<file path="src/rtl/tag_fifo.sv">
// tag_fifo - free-tag allocator feeding ROB tags to dispatch.
//
// A circular FIFO of free ROB tags. It starts out holding every tag 0..DEPTH-1.
// Dispatch pops the head tag, a retiring instruction pushes its tag back, and
// a mispredict flush restores the full initial pool.
//
// Ports:
//   clock            single clock, rising-edge state updates
//   reset            synchronous active-low reset (priority over all inputs)
//   Dispatch_tag_req dispatch consumes Tag_out this cycle (pop)
//   Retire_valid     ROB retiring; Retire_rd_tag returns to the pool (push)
//   Retire_rd_tag    tag being freed
//   Flush            mispredict: every tag becomes free again
//   Tag_out          next free tag (first-word fall-through)
//   Tag_valid        Tag_out is valid
//   Tag_count        number of free tags, 0..DEPTH
//   Tag_full         Tag_count == DEPTH
//   Overflow_err     sticky: push attempted while full, cleared by reset only
//
// Optional build macro: TAG_FIFO_BYPASS_EN
//   When defined, a tag retiring into an empty pool is visible on Tag_out in
//   the same cycle. A same-cycle dispatch request consumes it directly.

module tag_fifo #(
  parameter int TAG_W = 5,
  parameter int DEPTH = 32
) (
  input  logic             clock,
  input  logic             reset,
  input  logic             Dispatch_tag_req,
  input  logic             Retire_valid,
  input  logic [TAG_W-1:0] Retire_rd_tag,
  input  logic             Flush,
  output logic [TAG_W-1:0] Tag_out,
  output logic             Tag_valid,
  output logic [TAG_W:0]   Tag_count,
  output logic             Tag_full,
  output logic             Overflow_err
);

  localparam logic [TAG_W:0] C_DEPTH = (TAG_W+1)'(DEPTH);

  logic [TAG_W-1:0] r_mem [DEPTH];
  logic [TAG_W-1:0] r_rd_ptr;
  logic [TAG_W-1:0] r_wr_ptr;
  logic [TAG_W:0]   r_count;
  logic             r_ovf;

  logic             w_empty;
  logic             w_full;
  logic             w_init;
  logic             w_pop;
  logic             w_push;
  logic [DEPTH-1:0] w_wr_sel;

  assign w_empty = (r_count == '0);
  assign w_full  = (r_count == C_DEPTH);
  // Reset and flush both rebuild the pool. Only reset clears the sticky error.
  assign w_init  = !reset || Flush;

`ifdef TAG_FIFO_BYPASS_EN
  logic w_bypass;

  // The pool is empty and a tag is retiring, so hand that tag straight to
  // dispatch.
  assign w_bypass  = w_empty && Retire_valid && !Flush;
  assign w_pop     = Dispatch_tag_req && !w_empty;
  // A bypassed tag that dispatch consumes never touches the storage.
  assign w_push    = Retire_valid && !w_full && !(w_bypass && Dispatch_tag_req);
  assign Tag_out   = w_bypass ? Retire_rd_tag : r_mem[r_rd_ptr];
  assign Tag_valid = !w_empty || w_bypass;
`else
  assign w_pop     = Dispatch_tag_req && !w_empty;
  assign w_push    = Retire_valid && !w_full;
  assign Tag_out   = r_mem[r_rd_ptr];
  assign Tag_valid = !w_empty;
`endif

  // One-hot write select per storage entry.
  generate
    for (genvar gi = 0; gi < DEPTH; gi++) begin : g_wr_sel
      assign w_wr_sel[gi] = w_push && (r_wr_ptr == TAG_W'(gi));
    end
  endgenerate

  // Storage is reset to the identity map. Because of that reset it is built
  // from registers rather than block RAM.
  always_ff @(posedge clock) begin
    if (w_init) begin
      for (int i = 0; i < DEPTH; i++) begin
        r_mem[i] <= TAG_W'(i);
      end
    end else begin
      for (int i = 0; i < DEPTH; i++) begin
        if (w_wr_sel[i]) begin
          r_mem[i] <= Retire_rd_tag;
        end
      end
    end
  end

  // Pointers are exactly TAG_W bits wide, so they wrap modulo DEPTH on their own.
  always_ff @(posedge clock) begin
    if (!reset) begin
      r_rd_ptr <= '0;
      r_wr_ptr <= '0;
      r_count  <= C_DEPTH;
      r_ovf    <= 1'b0;
    end else if (Flush) begin
      r_rd_ptr <= '0;
      r_wr_ptr <= '0;
      r_count  <= C_DEPTH;
    end else begin
      if (Retire_valid && w_full) begin
        r_ovf <= 1'b1;
      end
      if (w_push) begin
        r_wr_ptr <= r_wr_ptr + TAG_W'(1);
      end
      if (w_pop) begin
        r_rd_ptr <= r_rd_ptr + TAG_W'(1);
      end
      r_count <= r_count + (TAG_W+1)'(w_push) - (TAG_W+1)'(w_pop);
    end
  end

  assign Tag_count    = r_count;
  assign Tag_full     = w_full;
  assign Overflow_err = r_ovf;

endmodule
</file>
<file path="config.mk">
export PLATFORM = sky130hd
export DESIGN_NAME = tag_fifo
export DESIGN_NICKNAME = d
export VERILOG_FILES = /design/src/rtl/tag_fifo.sv
export SDC_FILE = /design/constraint.sdc
export NUM_CORES = 1
export LEC_CHECK = 0
export BUFFER_PORTS_ARGS = -buffer_cell sky130_fd_sc_hd__buf_2
export CAP_MARGIN = 40
export CORE_UTILIZATION = 40
export CTS_CLUSTER_DIAMETER = 80
export DETAILED_ROUTE_END_ITERATION = 10
export GPL_ROUTABILITY_DRIVEN = 0
export PLACE_DENSITY = 0.64
export SLEW_MARGIN = 30
export SYNTH_ARGS = -nofsm -noshare
export SYNTH_HDL_FRONTEND = slang
export SYNTH_SLANG_ARGS = --single-unit
</file>
<file path="constraint.sdc">
create_clock -name clock -period 8.6 [get_ports clock]
set_clock_uncertainty 0.05 [all_clocks]
set_input_delay 1.72 -clock clock [delete_from_list [all_inputs] [get_ports clock]]
set_output_delay 1.72 -clock clock [all_outputs]
set_load 0.02 [all_outputs]
</file>
==> metrics.txt <==
# TYPE chip_impl_metric gauge
chip_impl_metric{name="synth.cell_area",unit="µm²"} 8125
chip_impl_metric{name="required_worst_endpoint",unit="ns"} 6.83
chip_impl_metric{name="clock_tree.buffer_depth",unit=""} 2
chip_impl_metric{name="synth.avg_cell_area",unit="µm²"} 13.06
chip_impl_metric{name="cts_sinks",unit=""} 182
chip_impl_metric{name="power_leakage",unit="nW"} 3.022
chip_impl_info{name="hold_class",value="reg2reg"} 1
chip_impl_metric{name="setup_tns",unit="ns"} 0
chip_impl_metric{name="via_count_of_the_first_global_routing_pass",unit=""} 4990
chip_impl_metric{name="layout_min_cycle_time",unit="ns"} 4.411
chip_impl_info{name="tritoncts",value="built"} 1
chip_impl_metric{name="achievable-frequency",unit="GHz"} 0.2267
chip_impl_metric{name="synth_seq_cells",unit=""} 182
chip_impl_metric{name="max_cap_viol_count",unit=""} 0
chip_impl_metric{name="p_int",unit="mW"} 1.565
chip_impl_metric{name="totalWireLength",unit="mm"} 19.05
chip_impl_metric{name="clkPwrFrac",unit="%"} 36.9
chip_impl_metric{name="fp.dieArea",unit="µm²"} 20890
chip_impl_metric{name="post_route_cells_drive_above_1_share",unit="%"} 13.32
chip_impl_metric{name="detailed_place_hpwl",unit="mm"} 13.83
chip_impl_metric{name="layout.core_utilization",unit="%"} 46.08
chip_impl_metric{name="layout-area-overhead-vs-synth",unit="%"} 11.83
chip_impl_metric{name="postSynth.asyncResetShare",unit="%"} 0
chip_impl_info{name="endpoint_kind",value="output port"} 1
chip_impl_metric{name="grt_antenna_before_repair",unit=""} 0
chip_impl_metric{name="powerDensity",unit="nW/µm²"} 231.5
chip_impl_metric{name="initial_utilization",unit="%"} 41.21
chip_impl_metric{name="postCtsResizedCells",unit=""} 0
chip_impl_metric{name="final_max_slew_viol_count",unit=""} 0
chip_impl_metric{name="clkSlewWorstSetupHoldPaths",unit="ns"} 0.06
chip_impl_metric{name="cts_buffers",unit=""} 17
chip_impl_metric{name="core_region_area",unit="µm²"} 19720
chip_impl_metric{name="period_share",unit="%"} 51.29
chip_impl_metric{name="port_buffers",unit=""} 23
chip_impl_metric{name="pin_count_of_the_biggest_net_entering_global_routing",unit=""} 44
chip_impl_metric{name="synthesis.nets",unit=""} 649
chip_impl_metric{name="post_synth_inst_count",unit=""} 622
chip_impl_metric{name="stdcell_area",unit="µm²"} 9086
chip_impl_info{name="cts.root.buffer_cell",value="sky130_fd_sc_hd__clkbuf_16"} 1
chip_impl_info{name="startpoint_to_endpoint_class_of_the_critical_path",value="reg2out"} 1
chip_impl_metric{name="ys_seq_area_share",unit="%"} 64.55
chip_impl_metric{name="average_wire_per_standard_cell",unit="µm"} 20.75
chip_impl_metric{name="total_number_of_vias",unit=""} 5119
chip_impl_metric{name="cts_setup_buffers",unit=""} 0
chip_impl_info{name="unrepaired_setup_endpoints_after_global_routing",value="false"} 1
chip_impl_metric{name="vdd_drop_max",unit="µV"} 123.7
chip_impl_metric{name="net-switching-power",unit="µW"} 538.2
chip_impl_metric{name="initialDrtViolationCount",unit=""} 576
chip_impl_metric{name="antenna_diode_instance_count",unit=""} 0
chip_impl_metric{name="p_sw_share",unit="%"} 25.59
chip_impl_metric{name="worstPathMaxFanout",unit=""} 24
chip_impl_info{name="result_of_the_run",value="finished clean"} 1
chip_impl_metric{name="count_of_pins_on_the_block_boundary",unit=""} 24
chip_impl_metric{name="fp.dieH",unit="µm"} 144.5
chip_impl_metric{name="drc",unit=""} 0
chip_impl_info{name="crit_path_start_kind",value="flop"} 1
chip_impl_metric{name="global_route.usage.total",unit="%"} 19.62
chip_impl_metric{name="fin_hold_viols",unit=""} 0
chip_impl_metric{name="route.antenna.remaining_nets",unit=""} 0
chip_impl_metric{name="post_drt_via_cell_ratio",unit=""} 5.576
chip_impl_metric{name="pwr-share-comb",unit="%"} 13.6
chip_impl_metric{name="timing.critical_path.arrival",unit="ns"} 2.64
chip_impl_metric{name="slew_hr",unit="%"} 49.92
chip_impl_metric{name="seq_power_share",unit="%"} 49.5
chip_impl_metric{name="synth.distinct_cells",unit=""} 43
chip_impl_metric{name="globalRoute.totalOverflow",unit=""} 0
chip_impl_metric{name="num-fill-cells",unit=""} 1751
chip_impl_metric{name="drt_pre_antenna_iters",unit=""} 5
chip_impl_metric{name="warnings_from_yosys",unit=""} 0
chip_impl_metric{name="worstMarginPinSlew",unit="ns"} 0.7511
chip_impl_metric{name="placement_rows",unit=""} 51
chip_impl_metric{name="grt_first_pass_wirelength",unit="mm"} 29.30
chip_impl_metric{name="clock_insertion_delay_worst_skew",unit="ns"} 0.43
chip_impl_metric{name="die_x",unit="µm"} 144.5
chip_impl_metric{name="final_net_count",unit=""} 668
chip_impl_metric{name="cts_hold_buffers",unit=""} 0
chip_impl_metric{name="ctsHtreeMaxLevel",unit=""} 4
chip_impl_metric{name="synth_edf_count",unit=""} 160
chip_impl_metric{name="finalSetupViolCount",unit=""} 0
chip_impl_info{name="yosys_most_used_dff",value="sky130_fd_sc_hd__edfxtp_1"} 1
chip_impl_metric{name="post_dp_cell_area",unit="µm²"} 8499
==> power groups by stage <==
stage	clock (mW)	sequential (mW)	combinational (mW)
floorplan	0	1.06	0.198
global placement	0	1.06	0.274
detailed placement	0	1.06	0.286
CTS	0.778	1.04	0.288
global route	0.813	1.05	0.316
finish	0.776	1.04	0.286
==> logic make-up after synthesis <==
group,after synthesis,share of synthesized area (%)
DFF,182,64.55
muxes,61,10.96
and+or+nand+nor,244,13.54
AOI/OAI and AO/OA,53,4.296
adders and majority gates,17,2.710
buffers and inverters,57,3.080
xor gates and xnor gates,8,0.8624
==> cell type report <==
| class | count | area (µm²) | area share (%) |
|---|---|---|---|
| Tap cell | 265 | 331.6 | 3.649 |
| Multi-Input combinational cell | 383 | 2633 | 28.97 |
| Clock buffer | 17 | 425.4 | 4.682 |
| Inverter | 25 | 93.84 | 1.033 |
| Sequential cell | 182 | 5246 | 57.74 |
| Timing Repair Buffer | 32 | 195.2 | 2.148 |
| Clock inverter | 14 | 161.4 | 1.776 |
==> cells in the final DEF, fill, tap and decap left out, drive strengths merged, types with 3 or more instances in the layout <==
| master | synthesis | layout |
|---|---|---|
| o21ai | 13 | 13 |
| mux4 | 20 | 20 |
| nand2b | 7 | 7 |
| nor2 | 84 | 84 |
| nor3 | 4 | 4 |
| a22o | 5 | 5 |
| or2 | 4 | 4 |
| and2 | 5 | 5 |
| nor2b | 6 | 6 |
| nand4 | 5 | 5 |
| xor2 | 6 | 6 |
| edfxtp | 160 | 160 |
| inv | 25 | 25 |
| dfxtp | 22 | 22 |
| a21oi | 14 | 14 |
| clkinv | 0 | 8 |
| clkbuf | 18 | 17 |
| nand2 | 72 | 72 |
| buf | 14 | 32 |
| ha | 16 | 16 |
| bufinv | 0 | 3 |
| clkinvlp | 0 | 3 |
| a22oi | 10 | 10 |
| a221oi | 5 | 5 |
| and3 | 7 | 7 |
| o21a | 3 | 3 |
| mux2i | 41 | 41 |
| nand3 | 41 | 41 |
==> layer usage <==
layer  share of wire [%]  track usage [%]  up-vias
li1                    -                -     2310
met1                  43            26.30     2540
met2                  47            31.53      244
met3                 8.3            5.298       25
met4                 1.3            4.820        0
met5                   0                0        -
==> path summary, 6_finish.rpt <==
check	from	end	slack, ns	cells past startpoint
hold reg to reg	Overflow_err	Overflow_err	0.43	1
hold / removal	Overflow_err	Overflow_err	0.43	1
setup reg to reg	Tag_count[3]	Tag_count[4]	5.27	14
setup / recovery	flop	Tag_out[4]	4.19	6
==> synth_stat cells, types with 5 or more instances <==
library cell	count	area (µm²)
sky130_fd_sc_hd__a21oi_1	14	70.07
sky130_fd_sc_hd__a22o_1	5	43.79
sky130_fd_sc_hd__a22oi_1	10	75.07
sky130_fd_sc_hd__and2_1	5	31.28
sky130_fd_sc_hd__and3_1	7	43.79
sky130_fd_sc_hd__buf_2	10	50.05
sky130_fd_sc_hd__clkbuf_1	18	67.56
sky130_fd_sc_hd__dfxtp_1	22	440.4
sky130_fd_sc_hd__edfxtp_1	160	4805
sky130_fd_sc_hd__ha_1	16	200.2
sky130_fd_sc_hd__inv_1	15	56.30
sky130_fd_sc_hd__inv_2	10	37.54
sky130_fd_sc_hd__mux2i_1	41	410.4
sky130_fd_sc_hd__mux4_1	8	210.2
sky130_fd_sc_hd__mux4_2	12	270.3
sky130_fd_sc_hd__nand2_1	72	270.3
sky130_fd_sc_hd__nand2b_1	7	43.79
sky130_fd_sc_hd__nand3_1	41	205.2
sky130_fd_sc_hd__nand4_1	5	31.28
sky130_fd_sc_hd__nor2_1	84	315.3
sky130_fd_sc_hd__nor2b_1	6	37.54
sky130_fd_sc_hd__o21ai_1	13	65.06
sky130_fd_sc_hd__xor2_1	6	52.55
==> sequential cells by signal (all words and copies together) (netlist names), named ones only <==
signal        flops
Overflow_err      1
Tag_count         6
r_mem           160
r_rd_ptr          5
r_wr_ptr          5
==> worst max-delay path, cell delays in order, from the launching register on <==
cell	delay [ns]
sky130_fd_sc_hd__dfxtp_1	0.31
sky130_fd_sc_hd__buf_4	0.36
sky130_fd_sc_hd__mux4_1	0.61
sky130_fd_sc_hd__a22o_1	0.25
sky130_fd_sc_hd__a221oi_1	0.35
sky130_fd_sc_hd__nand3_1	0.15
sky130_fd_sc_hd__buf_2	0.18
==> stage by stage <==
step	hold slack (ns)	instances	power, mW	worst slack, ns
6_report	0.4257	918	2.103	4.189
3_5_place_dp	0.4076	887	1.346	4.548
3_3_place_gp	0.4017	882	1.331	4.541
4_1_cts	0.4337	918	2.107	4.176
2_1_floorplan	0.4129	622	1.258	4.806
5_1_grt	0.4527	918	2.177	4.071
Note: power is estimated with default switching activity, not from simulation.
